### src/rtl/demo_pkg.sv
// demo_pkg: shared constants and types for the delta reader slice
package demo_pkg;
    localparam int WIDTH_DEF = 8;
    localparam logic [1:0] ALIGN_MASK = 2'b11;
    localparam int PREV_RST = 0;
    typedef enum logic {EMPTY, NONEMPTY} occ_t;
endpackage

### src/rtl/demo_delta_reader_if.sv
// demo_delta_reader_if: accumulator input, delta stream and status bundle
interface demo_delta_reader_if import demo_pkg::*; #(
    parameter int WIDTH = WIDTH_DEF,
    parameter int CNT_W = 8
);
    logic [WIDTH-1:0] acc_in;
    logic [WIDTH-1:0] delta_out;
    logic             delta_valid;
    logic             delta_ready;
    logic             align_err;
    logic             overflow;
    logic [CNT_W-1:0] delta_cnt;
    modport master (output acc_in, delta_ready, input delta_out, delta_valid, align_err, overflow, delta_cnt);
    modport slave (input acc_in, delta_ready, output delta_out, delta_valid, align_err, overflow, delta_cnt);
endinterface

### src/rtl/demo_sync_fifo.sv
// demo_sync_fifo: small FIFO with registered head, accepts a push on full when a pop happens too
module demo_sync_fifo import demo_pkg::*; #(
    parameter int WIDTH = WIDTH_DEF,
    parameter int DEPTH = 4
) (
    input  logic             clk,
    input  logic             reset,
    input  logic             i_push,
    input  logic [WIDTH-1:0] i_din,
    input  logic             i_ready,
    output logic [WIDTH-1:0] o_dout,
    output logic             o_valid,
    output logic             o_push_ok
);
    localparam int PW = $clog2(DEPTH);
    logic [WIDTH-1:0] r_mem [DEPTH];
    logic [PW-1:0]    r_rd;
    logic [PW-1:0]    r_wr;
    logic [PW:0]      r_cnt;
    occ_t             r_state;
    logic [WIDTH-1:0] r_head;
    logic             w_full;
    logic             w_pop;
    logic [PW-1:0]    w_rd_n;
    logic [PW:0]      w_cnt_n;
    assign w_full    = r_cnt == (PW+1)'(DEPTH);
    assign w_pop     = (r_state == NONEMPTY) && i_ready;
    assign o_push_ok = i_push && (!w_full || w_pop);
    assign w_rd_n    = w_pop ? r_rd + PW'(1) : r_rd;
    assign w_cnt_n   = r_cnt + (PW+1)'(o_push_ok) - (PW+1)'(w_pop);
    assign o_dout    = r_head;
    assign o_valid   = r_state == NONEMPTY;
    // Pointer/occupancy update; the head is preloaded so it is the new entry when the queue would otherwise be empty
    always_ff @(posedge clk) begin
        if (reset) begin
            r_rd    <= '0;
            r_wr    <= '0;
            r_cnt   <= '0;
            r_state <= EMPTY;
            r_head  <= '0;
        end else begin
            if (o_push_ok) begin
                r_mem[r_wr] <= i_din;
                r_wr        <= r_wr + PW'(1);
            end
            r_rd    <= w_rd_n;
            r_cnt   <= w_cnt_n;
            r_state <= (w_cnt_n != '0) ? NONEMPTY : EMPTY;
            r_head  <= (o_push_ok && r_wr == w_rd_n) ? i_din : r_mem[w_rd_n];
        end
    end
`ifdef FORMAL
    a_cnt_max: assert property (@(posedge clk) r_cnt <= (PW+1)'(DEPTH));
    a_valid_cnt: assert property (@(posedge clk) o_valid |-> r_cnt != '0);
`endif
endmodule

### src/rtl/demo_delta_reader.sv
// demo_delta_reader: recovers accumulator increments from its running sum and queues them
module demo_delta_reader import demo_pkg::*; #(
    parameter int WIDTH = WIDTH_DEF,
    parameter int DEPTH = 4,
    parameter int CNT_W = 8
) (
    input logic           clk,
    input logic           reset,
    demo_delta_reader_if.slave bus
);
    logic [WIDTH-1:0] r_prev;
    logic             r_align_err;
    logic             r_overflow;
    logic [CNT_W-1:0] r_cnt;
    logic [WIDTH-1:0] w_d;
    logic             w_chg;
    logic             w_push_ok;
    assign w_chg = bus.acc_in != r_prev;
    assign w_d   = bus.acc_in - r_prev;
    demo_sync_fifo #(.WIDTH(WIDTH), .DEPTH(DEPTH)) u_fifo (
        .clk       (clk),
        .reset     (reset),
        .i_push    (w_chg),
        .i_din     (w_d),
        .i_ready   (bus.delta_ready),
        .o_dout    (bus.delta_out),
        .o_valid   (bus.delta_valid),
        .o_push_ok (w_push_ok)
    );
    assign bus.align_err = r_align_err;
    assign bus.overflow  = r_overflow;
    assign bus.delta_cnt = r_cnt;
    // Track the last sum seen, raise sticky flags and count accepted deltas
    always_ff @(posedge clk) begin
        if (reset) begin
            r_prev      <= WIDTH'(PREV_RST);
            r_align_err <= 1'b0;
            r_overflow  <= 1'b0;
            r_cnt       <= '0;
        end else begin
            r_prev <= bus.acc_in;
            if (w_chg && (w_d[1:0] & ALIGN_MASK) != 2'b00) r_align_err <= 1'b1;
            if (w_chg && !w_push_ok) r_overflow <= 1'b1;
            if (w_push_ok) r_cnt <= r_cnt + CNT_W'(1);
        end
    end
`ifdef FORMAL
    logic [WIDTH-1:0] r_f_sum;
    // Sum of every accepted delta, popped or still queued
    always_ff @(posedge clk) begin
        if (reset) r_f_sum <= '0;
        else if (w_push_ok) r_f_sum <= r_f_sum + w_d;
    end
    a_sum: assert property (@(posedge clk) disable iff (reset) !r_overflow |-> r_f_sum == r_prev);
    a_stall: assert property (@(posedge clk) disable iff (reset) bus.delta_valid && !bus.delta_ready |=> $stable(bus.delta_out));
`endif
endmodule

### src/flat_wrapper.sv
// flat-port wrapper written by rule: the top's interface ports become plain ports
module demo_delta_reader_flat import demo_pkg::*;
#(
    parameter int WIDTH = WIDTH_DEF,
    parameter int DEPTH = 4,
    parameter int CNT_W = 8
)
  (clk, reset, bus_acc_in, bus_delta_ready, bus_delta_out, bus_delta_valid, bus_align_err, bus_overflow, bus_delta_cnt);
  demo_delta_reader_if #(.WIDTH(WIDTH), .CNT_W(CNT_W)) bus_i ();
  input logic clk;
  input logic reset;
  input wire logic [$bits(bus_i.acc_in)-1:0] bus_acc_in;
  input wire logic [$bits(bus_i.delta_ready)-1:0] bus_delta_ready;
  output wire logic [$bits(bus_i.delta_out)-1:0] bus_delta_out;
  output wire logic [$bits(bus_i.delta_valid)-1:0] bus_delta_valid;
  output wire logic [$bits(bus_i.align_err)-1:0] bus_align_err;
  output wire logic [$bits(bus_i.overflow)-1:0] bus_overflow;
  output wire logic [$bits(bus_i.delta_cnt)-1:0] bus_delta_cnt;
  assign bus_i.acc_in = bus_acc_in;
  assign bus_i.delta_ready = bus_delta_ready;
  assign bus_delta_out = bus_i.delta_out;
  assign bus_delta_valid = bus_i.delta_valid;
  assign bus_align_err = bus_i.align_err;
  assign bus_overflow = bus_i.overflow;
  assign bus_delta_cnt = bus_i.delta_cnt;
  demo_delta_reader #(.WIDTH(WIDTH), .DEPTH(DEPTH), .CNT_W(CNT_W)) u_core (.clk(clk), .reset(reset), .bus(bus_i));
endmodule
### config.mk
export PLATFORM = sky130hd
export DESIGN_NAME = demo_delta_reader_flat
export DESIGN_NICKNAME = d
export VERILOG_FILES = /design/src/rtl/demo_pkg.sv /design/src/rtl/demo_delta_reader_if.sv /design/src/rtl/demo_sync_fifo.sv /design/src/rtl/demo_delta_reader.sv /design/src/flat_wrapper.sv
export SDC_FILE = /design/constraint.sdc
export NUM_CORES = 1
export LEC_CHECK = 0
export ABC_AREA = 1
export ABC_CLOCK_PERIOD_IN_PS = 3800
export CORE_MARGIN = 8
export CORE_UTILIZATION = 35
export DETAILED_ROUTE_END_ITERATION = 10
export DONT_BUFFER_PORTS = 1
export SLEW_MARGIN = 20
export SYNTH_ARGS = -nofsm -noshare
export SYNTH_HDL_FRONTEND = slang
export SYNTH_HIERARCHICAL = 1
export SYNTH_SLANG_ARGS = --single-unit
### constraint.sdc
create_clock -name clk -period 3.8 [get_ports clk]
set_clock_uncertainty 0.2 [all_clocks]
set_input_delay 0.38 -clock clk [delete_from_list [all_inputs] [get_ports clk]]
set_output_delay 0.38 -clock clk [all_outputs]
set_load 0.01 [all_outputs]
==> run_results.csv, run 1 <==
group,metric,value,unit
outcome,outcome,"complete, no violations",
global_routing,grt_pass1_vias,2179,
sta,hold_viol_final,0,
final_layout,diodes,0,
final_layout,syn_to_final_growth,11.6,%
cts,cts_max_level,3,
floorplanning,io_pins,30,
worst_hold_path,hold_depth,3,
critical_path,worst_r2r_endpoint,"u_core/u_fifo/o_valid",
critical_path,reg2reg_depth,12,
critical_path,worstPathRequired,3.82,ns
floorplanning,start_util,0.355,
floorplanning,die_area,12600,um^2
synthesis,synth_seq_cells,66,
cts,cts_setup_buffers,0,
sta,rsz0062_at_grt,"false",
sta,slew_violations,0,
global_routing,track_usage,0.104,
global_routing,grt_pass1_wl,10.5,mm
critical_path,crit_fanout,8,
critical_path,critPathCaptureType,"flop",
cts,numCtsBuffers,9,
sta,fin_crit_sh,0.768,
synthesis,syn_inst,368,
worst_hold_path,whs_endpoint,"u_core/bus.delta_cnt[5]",
cts,cts_tree,"yes",
final_layout,drive_gt1_frac,0.0956,
critical_path,cp-start-kind,"input pin",
placement,gp_congestion,0.806,
cts,cts_sinks,66,
synthesis,syn_nets,395,
detailed_routing,antenna_left,0,
synthesis,ys_seq_area_frac,0.507,
detailed_routing,wl_per_cell,12.5,um
power_and_ir_drop,ir_drop,0.207,mV
final_layout,fin_util,0.397,
final_layout,multi_input_area,1300,um^2
worst_hold_path,hold_path_class,"in -> reg",
detailed_routing,wirelength,6.22,mm
critical_path,rrSetupSlack,1.08,ns
critical_path,critPathArrivalTime,2.94,ns
floorplanning,die_x,112,um
global_routing,grt_max_degree,23,
cts,cts-root-buf,"clkbuf_8",
final_layout,final_common_cell,"nand2_1",
critical_path,crit_path_cell_trace,"dlygate4sd3_1, inv_1, ha_1, nand2_1, nor2_1, nand3_1, nand2_1, inv_1, ha_1, fa_1, xor2_1, o21ai_0, inv_1",
synthesis,synth_warnings,6,
floorplanning,core,9110,um^2
final_layout,final_nets,409,
cts,clkSlewWorstSetupHoldPaths,0.07,ns
synthesis,syn_area,3240,um^2
global_routing,antenna_found_initial,0,
detailed_routing,first_iter_violations,79,
sta,relSlewSlack,0.381,
sta,timing.final.ws_setup,0.882,ns
placement,hpwlAfterDp,4.58,mm
detailed_routing,route.vias.total,2265,
placement,port_buffers,0,
placement,place_ws,1.02,ns
critical_path,cp_common_cell,"inv_1",
critical_path,max_stage_delay,0.52,ns
synthesis,syn_area_per_cell,8.80,um^2
final_layout,regArea,1640,um^2
sta,worst_pin_slew,0.925,ns
worst_hold_path,min_from,"reset",
floorplanning,num_rows,35,
detailed_routing,via_per_inst,4.55,
power_and_ir_drop,p_per_area,619,nW/um^2
critical_path,worstReg2RegStart,"u_core/r_prev[4]",
sta,finalSetupViolCount,0,
cts,clk_latency,0.33,ns
sta,fmax,343,MHz
detailed_routing,drc,0,
power_and_ir_drop,p_leak,1.63,nW
detailed_routing,drtPass1Iterations,4,
cts,cts_resized,0,
critical_path,slowest_stage,"dlygate4sd3_1",
run,maxCapViolations,0,
synthesis,ys_types,30,
sta,fin_crit,2.92,ns
floorplanning,die_y,112,um
critical_path,crit_type,"in -> reg",
cts,cts.path.max_buffers,2,
sta,setup-tns-final,0,ns
final_layout,n_fill_cell,928,
final_layout,final_cell_mix,"nand2_1 (81), inv_1 (65), nor2_1 (37), dfxtp_1 (34), edfxtp_1 (32)",
global_routing,globalRouteOverflowTotal,0,
## metal layers
layer / global-route usage / part of all wire / wire length (um)
met5: 0 / 0 / 0
met4: 0.0441 / 0.013 / 81
met3: 0.0327 / 0.041 / 257
met2: 0.155 / 0.44 / 2750
met1: 0.136 / 0.50 / 3130
## synthesized netlist by cell type, drive strengths merged
| library cell | count | area (um^2) |
|---|---|---|
| nand2 | 94 | 415 |
| inv | 66 | 248 |
| nand4 | 1 | 6.26 |
| a21oi | 17 | 85.1 |
| edfxtp | 32 | 961 |
| buf | 5 | 37.5 |
| xnor2 | 1 | 8.76 |
| clkbuf | 1 | 3.75 |
| xor2 | 4 | 35.0 |
| o21ai | 5 | 25.0 |
| ha | 14 | 175 |
| nand3b | 12 | 90.1 |
| nor2 | 41 | 183 |
| nor3 | 2 | 10.0 |
| o211ai | 4 | 30.0 |
| o21a | 1 | 7.51 |
| or2 | 1 | 6.26 |
| clkinv | 1 | 5.00 |
| nand3 | 30 | 185 |
| dfxtp | 34 | 681 |
| fa | 2 | 40.0 |
## cell families after synthesis
family          Yosys count  share of synthesized area
xor+xnor                  5                     0.0135
simple gates            181                      0.277
buf+inv                  73                     0.0908
fa+ha+maj                16                     0.0665
flops                    66                      0.507
compound gates           27                     0.0456
## what timing repair did
item                                   in CTS  in global routing
setup endpoints to repair                   0                  0
hold buffers                                9                  0
endpoints found under the hold margin      22                  0
## state kept, by name (all words and copies together) (netlist names)
register and cells:
u_core/u_fifo/o_dout 8, u_core/r_prev 8, u_core/bus.overflow 1, u_core/u_fifo/r_wr 2, u_core/u_fifo/o_valid 1, u_core/bus.align_err 1
u_core/u_fifo/r_rd 2, u_core/u_fifo/r_mem 32, u_core/bus.delta_cnt 8, u_core/u_fifo/r_cnt 3
## worst max-delay path, delay by kind of cell
kind,cells,cell delay [ns]
adder cells (fa/ha/maj),3,0.89
buffers and inverters,4,0.78
AND/OR/NAND/NOR,4,0.54
XOR/XNOR,1,0.18
AO/OA/AOI/OAI,1,0.16
## stage by stage
step | instance area [um^2] | std cells | hold WS, ns | total power, mW
CTS | 3610 | 498 | 0.0382 | 2.27
detailed placement | 3340 | 473 | 0.256 | 1.68
finish | 3610 | 498 | 0.0648 | 2.24
global route | 3610 | 498 | 0.0728 | 2.41
global placement | 3340 | 473 | 0.256 | 1.66
floorplan | 3240 | 368 | 0.259 | 1.55
## worst max path at each step
stage                                  to           from  slack [ns]  cells past startpoint
floorplan           u_core/u_fifo/o_valid  bus_acc_in[3]        1.25                     11
global placement    u_core/u_fifo/o_valid  bus_acc_in[4]        1.05                     11
detailed placement  u_core/u_fifo/o_valid  bus_acc_in[4]        1.02                     11
CTS                 u_core/u_fifo/o_valid  bus_acc_in[0]        0.89                     13
global route        u_core/u_fifo/o_valid  bus_acc_in[0]        0.67                     14
finish              u_core/u_fifo/o_valid  bus_acc_in[0]        0.88                     13
## layout make-up
| cell class | count | share of cell area |
|---|---|---|
| Clock buffer | 13 | 0.0412 |
| Clock inverter | 3 | 0.0111 |
| Inverter | 67 | 0.0699 |
| Multi-Input combinational cell | 229 | 0.360 |
| Sequential cell | 66 | 0.454 |
| Tap cell | 111 | 0.0384 |
| Timing Repair Buffer | 9 | 0.0249 |
## where the power goes
| part | total, mW | internal, mW | switching (mW) |
|---|---|---|---|
| Sequential | 1.01 | 0.905 | 0.106 |
| Clock | 0.571 | 0.320 | 0.252 |
| Combinational | 0.656 | 0.224 | 0.431 |
No activity file was read; power rests on OpenSTA's default activity.
==> run 2: changes to the inputs <==
ABC_CLOCK_PERIOD_IN_PS = 2950   (was 3800)
clock period = 2.95 ns   (was 3.8 ns; I/O delays follow)
==> run 2 against run 1 <==
Net effect:
- clock power increased by 43%
- worst hold slack improved by 0.021 ns
- sequential power up 29%
- design area rose by 0.97%
- global-route usage rose by 0.35 points
- setup slack got worse by 0.66 ns
- critical path type unchanged
- critical endpoint unchanged
==> run_results.csv, run 2 (synthesis results as in run 1) <==
group,metric,value,unit
floorplanning,start_util,0.355,
sta,timing.hold.ws,0.0856,ns
detailed_routing,drc,0,
global_routing,globalRouteOverflowTotal,0,
sta,fin_crit_sh,0.927,
final_layout,fin_cells,500,
critical_path,cp_num_buf_inv,4,
cts,cts_sinks,66,
critical_path,critPathCaptureType,"flop",
cts,cts.path.max_buffers,2,
final_layout,final_cell_mix,"nand2_1 (81), inv_1 (64), nor2_1 (37), dfxtp_1 (34), edfxtp_1 (32)",
cts,cts_setup_buffers,0,
critical_path,worstPathRequired,2.97,ns
final_layout,diodes,0,
final_layout,largest_reg_flops,32,
detailed_routing,via_per_inst,4.51,
final_layout,syn_to_final_growth,12.7,%
global_routing,track_usage,0.108,
critical_path,critPathArrivalTime,2.75,ns
sta,finalSetupViolCount,0,
sta,relSlewSlack,0.366,
global_routing,grt_pass1_wl,10.8,mm
critical_path,worst-path-stages,13,
critical_path,worst_r2r_endpoint,"u_core/u_fifo/o_valid",
power_and_ir_drop,ir_drop,0.261,mV
placement,hpwlAfterDp,4.64,mm
cts,cts-root-buf,"clkbuf_8",
placement,placed_cell_area,3350,um^2
final_layout,multi_input_area,1300,um^2
worst_hold_path,hold_path_class,"in -> reg",
sta,worst_pin_slew,0.948,ns
cts,cts_tree,"yes",
worst_hold_path,whs_endpoint,"u_core/u_fifo/o_dout[0]",
placement,port_buffers,0,
detailed_routing,antenna_left,0,
detailed_routing,first_iter_violations,83,
critical_path,reg2reg_depth,12,
sta,hold_viol_final,0,
final_layout,regArea,1640,um^2
critical_path,max_stage_delay,0.52,ns
final_layout,drive_gt1_frac,0.103,
cts,numCtsBuffers,9,
outcome,outcome,"complete, no violations",
run,maxCapViolations,0,
placement,dp_cells,475,
critical_path,crit_fanout,8,
power_and_ir_drop,p_leak,1.65,nW
power_and_ir_drop,power,2.98,mW
critical_path,slowest_stage,"dlygate4sd3_1",
global_routing,grt_pass1_vias,2257,
global_routing,antenna_found_initial,0,
global_routing,grt_max_degree,24,
detailed_routing,wl_per_cell,12.6,um
floorplanning,io_pins,30,
cts,clkSlewWorstSetupHoldPaths,0.07,ns
critical_path,rrSetupSlack,0.30,ns
final_layout,largest-register,"u_core/u_fifo/r_mem",
power_and_ir_drop,p_per_area,815,nW/um^2
cts,clk_latency,0.34,ns
final_layout,n_fill_cell,917,
floorplanning,die_y,112,um
final_layout,final_common_cell,"nand2_1",
critical_path,path_delay_family,"adder cells",
floorplanning,die_x,112,um
critical_path,crit_path_cell_trace,"dlygate4sd3_1, inv_1, ha_1, nand2_1, nor2_1, nand3_1, nand2_1, inv_2, ha_1, fa_1, xor2_1, o21ai_0, inv_1",
detailed_routing,route.vias.total,2253,
worst_hold_path,hold_depth,3,
critical_path,crit_type,"in -> reg",
sta,fin_crit,2.73,ns
critical_path,worstReg2RegStart,"u_core/r_prev[5]",
final_layout,fin_area,3650,um^2
critical_path,cp-start-kind,"input pin",
detailed_routing,wirelength,6.30,mm
floorplanning,num_rows,35,
sta,rsz0062_at_grt,"false",
sta,setup-tns-final,0,ns
floorplanning,core,9110,um^2
worst_hold_path,min_from,"reset",
placement,gp_congestion,0.789,
final_layout,final_nets,411,
sta,slew_violations,0,
floorplanning,die_area,12600,um^2
sta,fmax,366,MHz
detailed_routing,drtPass1Iterations,4,
cts,cts_max_level,3,
==> run 2: worst max-delay path by stage <==
stage / from / endpoint
final: bus_acc_in[0] / u_core/u_fifo/o_valid
after global routing: bus_acc_in[0] / u_core/u_fifo/o_valid
after CTS: bus_acc_in[0] / u_core/u_fifo/o_valid
after detailed placement: u_core/r_prev[5] / u_core/u_fifo/o_valid
after global placement: u_core/r_prev[5] / u_core/u_fifo/o_valid
after floorplan: u_core/r_prev[3] / u_core/u_fifo/o_valid
==> run 2: metal layers <==
layer / vias up / share of wire / track usage
met3: 7 / 0.044 / 0.0311
met2: 50 / 0.44 / 0.159
met1: 1004 / 0.50 / 0.139
met5: - / 0 / 0
met4: 0 / 0.014 / 0.0576
li1: 1192 / - / -
==> run 2: final cells by class <==
class | instances | area share
well taps | 111 | 0.0381
multi-input cells | 229 | 0.357
flip-flops and latches | 66 | 0.450
clock buffers | 11 | 0.0360
inverters | 67 | 0.0692
clock inverters | 5 | 0.0213
repair buffers | 11 | 0.0288
==> run 2: worst reg2reg max path, delay by kind of cell (launching register included) <==
kind / cells / cell delay (ns)
buf+inv: 3 / 0.21
simple gates: 4 / 0.48
xor+xnor: 1 / 0.18
compound gates: 1 / 0.21
flops: 1 / 0.31
fa+ha+maj: 3 / 0.94
==> run 2: metrics by stage <==
step,util,setup slack [ns]
floorplan,-,0.461
finish,0.401,0.217
global route,0.401,0.0345
CTS,0.401,0.185
global placement,0.368,0.408
detailed placement,0.368,0.285
==> run 2: timing repair <==
action	in CTS	in global routing
hold buffers	9	0
endpoints found under the setup margin	0	1
gates resized for setup	0	1
endpoints found under the hold margin	27	0
==> run 2: power breakdown <==
group	internal, mW	switching, mW
clock	0.476	0.341
sequential	1.16	0.136
combinational	0.294	0.565
total	1.93	1.04
==> run 3: changes to the inputs <==
RECOVER_POWER = 50   (was unset)
==> run 3 against run 2 <==
Net effect:
- die area unchanged
- via count down 0.13%
- design area about the same
- non-clock buffer count unchanged
- critical endpoint unchanged
==> run_results.csv, run 3 (synthesis results as in run 1) <==
group,metric,value,unit
final_layout,drive_gt1_frac,0.100,
critical_path,cp-start-kind,"input pin",
final_layout,syn_to_final_growth,12.6,%
critical_path,crit_path_cell_trace,"dlygate4sd3_1, inv_1, ha_1, nand2_1, nor2_1, nand3_1, nand2_1, inv_2, ha_1, fa_1, xor2_1, o21ai_0, inv_1",
placement,gp_congestion,0.789,
final_layout,n_fill_cell,918,
critical_path,path_delay_family,"adder cells",
power_and_ir_drop,ir_drop,0.261,mV
sta,timing.hold.ws,0.0852,ns
final_layout,largest-register,"u_core/u_fifo/r_mem",
sta,fmax,366,MHz
critical_path,critPathArrivalTime,2.75,ns
critical_path,slowest_stage,"dlygate4sd3_1",
detailed_routing,drc,0,
final_layout,largest_reg_flops,32,
cts,cts.path.max_buffers,2,
placement,port_buffers,0,
critical_path,worstPathRequired,2.97,ns
final_layout,diodes,0,
global_routing,grt_pass1_vias,2257,
floorplanning,start_util,0.355,
floorplanning,die_y,112,um
final_layout,final_common_cell,"nand2_1",
critical_path,crit_type,"in -> reg",
global_routing,globalRouteOverflowTotal,0,
final_layout,fin_area,3650,um^2
final_layout,fin_cells,500,
detailed_routing,first_iter_violations,84,
critical_path,worst_r2r_endpoint,"u_core/u_fifo/o_valid",
sta,hold_viol_final,0,
cts,cts_tree,"yes",
worst_hold_path,min_from,"reset",
sta,worst_pin_slew,0.949,ns
worst_hold_path,hold_depth,3,
placement,dp_cells,475,
cts,numCtsBuffers,9,
critical_path,critPathCaptureType,"flop",
power_and_ir_drop,p_per_area,816,nW/um^2
floorplanning,die_x,112,um
global_routing,grt_pass1_wl,10.8,mm
floorplanning,num_rows,35,
outcome,outcome,"complete, no violations",
critical_path,cp_num_buf_inv,4,
critical_path,reg2reg_depth,12,
global_routing,track_usage,0.108,
run,maxCapViolations,0,
global_routing,grt_max_degree,24,
critical_path,crit_fanout,8,
detailed_routing,drtPass1Iterations,4,
cts,cts_sinks,66,
detailed_routing,antenna_left,0,
sta,rsz0062_at_grt,"false",
critical_path,rrSetupSlack,0.30,ns
sta,setup-tns-final,0,ns
global_routing,antenna_found_initial,0,
critical_path,worstReg2RegStart,"u_core/r_prev[5]",
cts,clk_latency,0.34,ns
sta,finalSetupViolCount,0,
detailed_routing,wirelength,6.30,mm
cts,cts_max_level,3,
sta,fin_crit_sh,0.927,
floorplanning,die_area,12600,um^2
detailed_routing,via_per_inst,4.50,
power_and_ir_drop,p_leak,1.65,nW
placement,place_ws,0.285,ns
floorplanning,core,9110,um^2
worst_hold_path,hold_path_class,"in -> reg",
sta,slew_violations,0,
sta,fin_crit,2.73,ns
cts,cts-root-buf,"clkbuf_8",
worst_hold_path,whs_endpoint,"u_core/u_fifo/o_dout[0]",
placement,placed_cell_area,3350,um^2
final_layout,final_cell_mix,"nand2_1 (81), inv_1 (64), nor2_1 (38), dfxtp_1 (34), edfxtp_1 (32)",
sta,timing.final.ws_setup,0.216,ns
cts,clkSlewWorstSetupHoldPaths,0.07,ns
sta,relSlewSlack,0.366,
detailed_routing,wl_per_cell,12.6,um
placement,hpwlAfterDp,4.64,mm
final_layout,final_nets,411,
detailed_routing,route.vias.total,2250,
floorplanning,io_pins,30,
critical_path,max_stage_delay,0.52,ns
==> run 3: worst max path at each step <==
stage / slack (ns) / end / cells after the start / from
finish: 0.22 / u_core/u_fifo/o_valid / 13 / bus_acc_in[0]
global route: 0.03 / u_core/u_fifo/o_valid / 14 / bus_acc_in[0]
CTS: 0.18 / u_core/u_fifo/o_valid / 13 / bus_acc_in[0]
detailed placement: 0.29 / u_core/u_fifo/o_valid / 12 / u_core/r_prev[5]
global placement: 0.41 / u_core/u_fifo/o_valid / 12 / u_core/r_prev[5]
floorplan: 0.46 / u_core/u_fifo/o_valid / 12 / u_core/r_prev[3]
==> run 3: routing by layer <==
layer,global-route usage,share of wire,up-vias
met2,0.159,0.44,49
met1,0.139,0.50,1002
met4,0.0576,0.014,0
li1,-,-,1192
met3,0.0311,0.044,7
met5,0,0,-
==> run 3: repair_timing <==
action | in CTS | in global routing
gates resized for setup | 0 | 1
buffers inserted | 0 | 0
endpoints found under the setup margin | 0 | 1
hold endpoints to repair | 27 | 0
hold buffers | 9 | 0
==> run 3: report_power, final <==
group / switching (mW) / internal (mW) / total (mW)
Combinational: 0.563 / 0.293 / 0.857
Clock: 0.341 / 0.476 / 0.817
Sequential: 0.136 / 1.16 / 1.30
==> run 3: stage by stage <==
step | total power, mW | utilization
3_5_place_dp | 2.17 | 0.368
2_1_floorplan | 2.00 | -
5_1_grt | 3.20 | 0.400
4_1_cts | 3.01 | 0.401
6_report | 2.98 | 0.400
3_3_place_gp | 2.14 | 0.368
==> run 3: cell type report <==
class                   instances  area [um^2]  share of cell area
flip-flops and latches         66         1640               0.450
clock buffers                  11          131              0.0360
multi-input cells             229         1300               0.356
well taps                     111          139              0.0381
inverters                      67          253              0.0693
repair buffers                 11          105              0.0288
clock inverters                 5         77.6              0.0213
==> run 3: tightest hold or removal path: stages <==
cell	delay, ns
inv_1	0.14
nand2_1	0.11
nor2_1	0.04
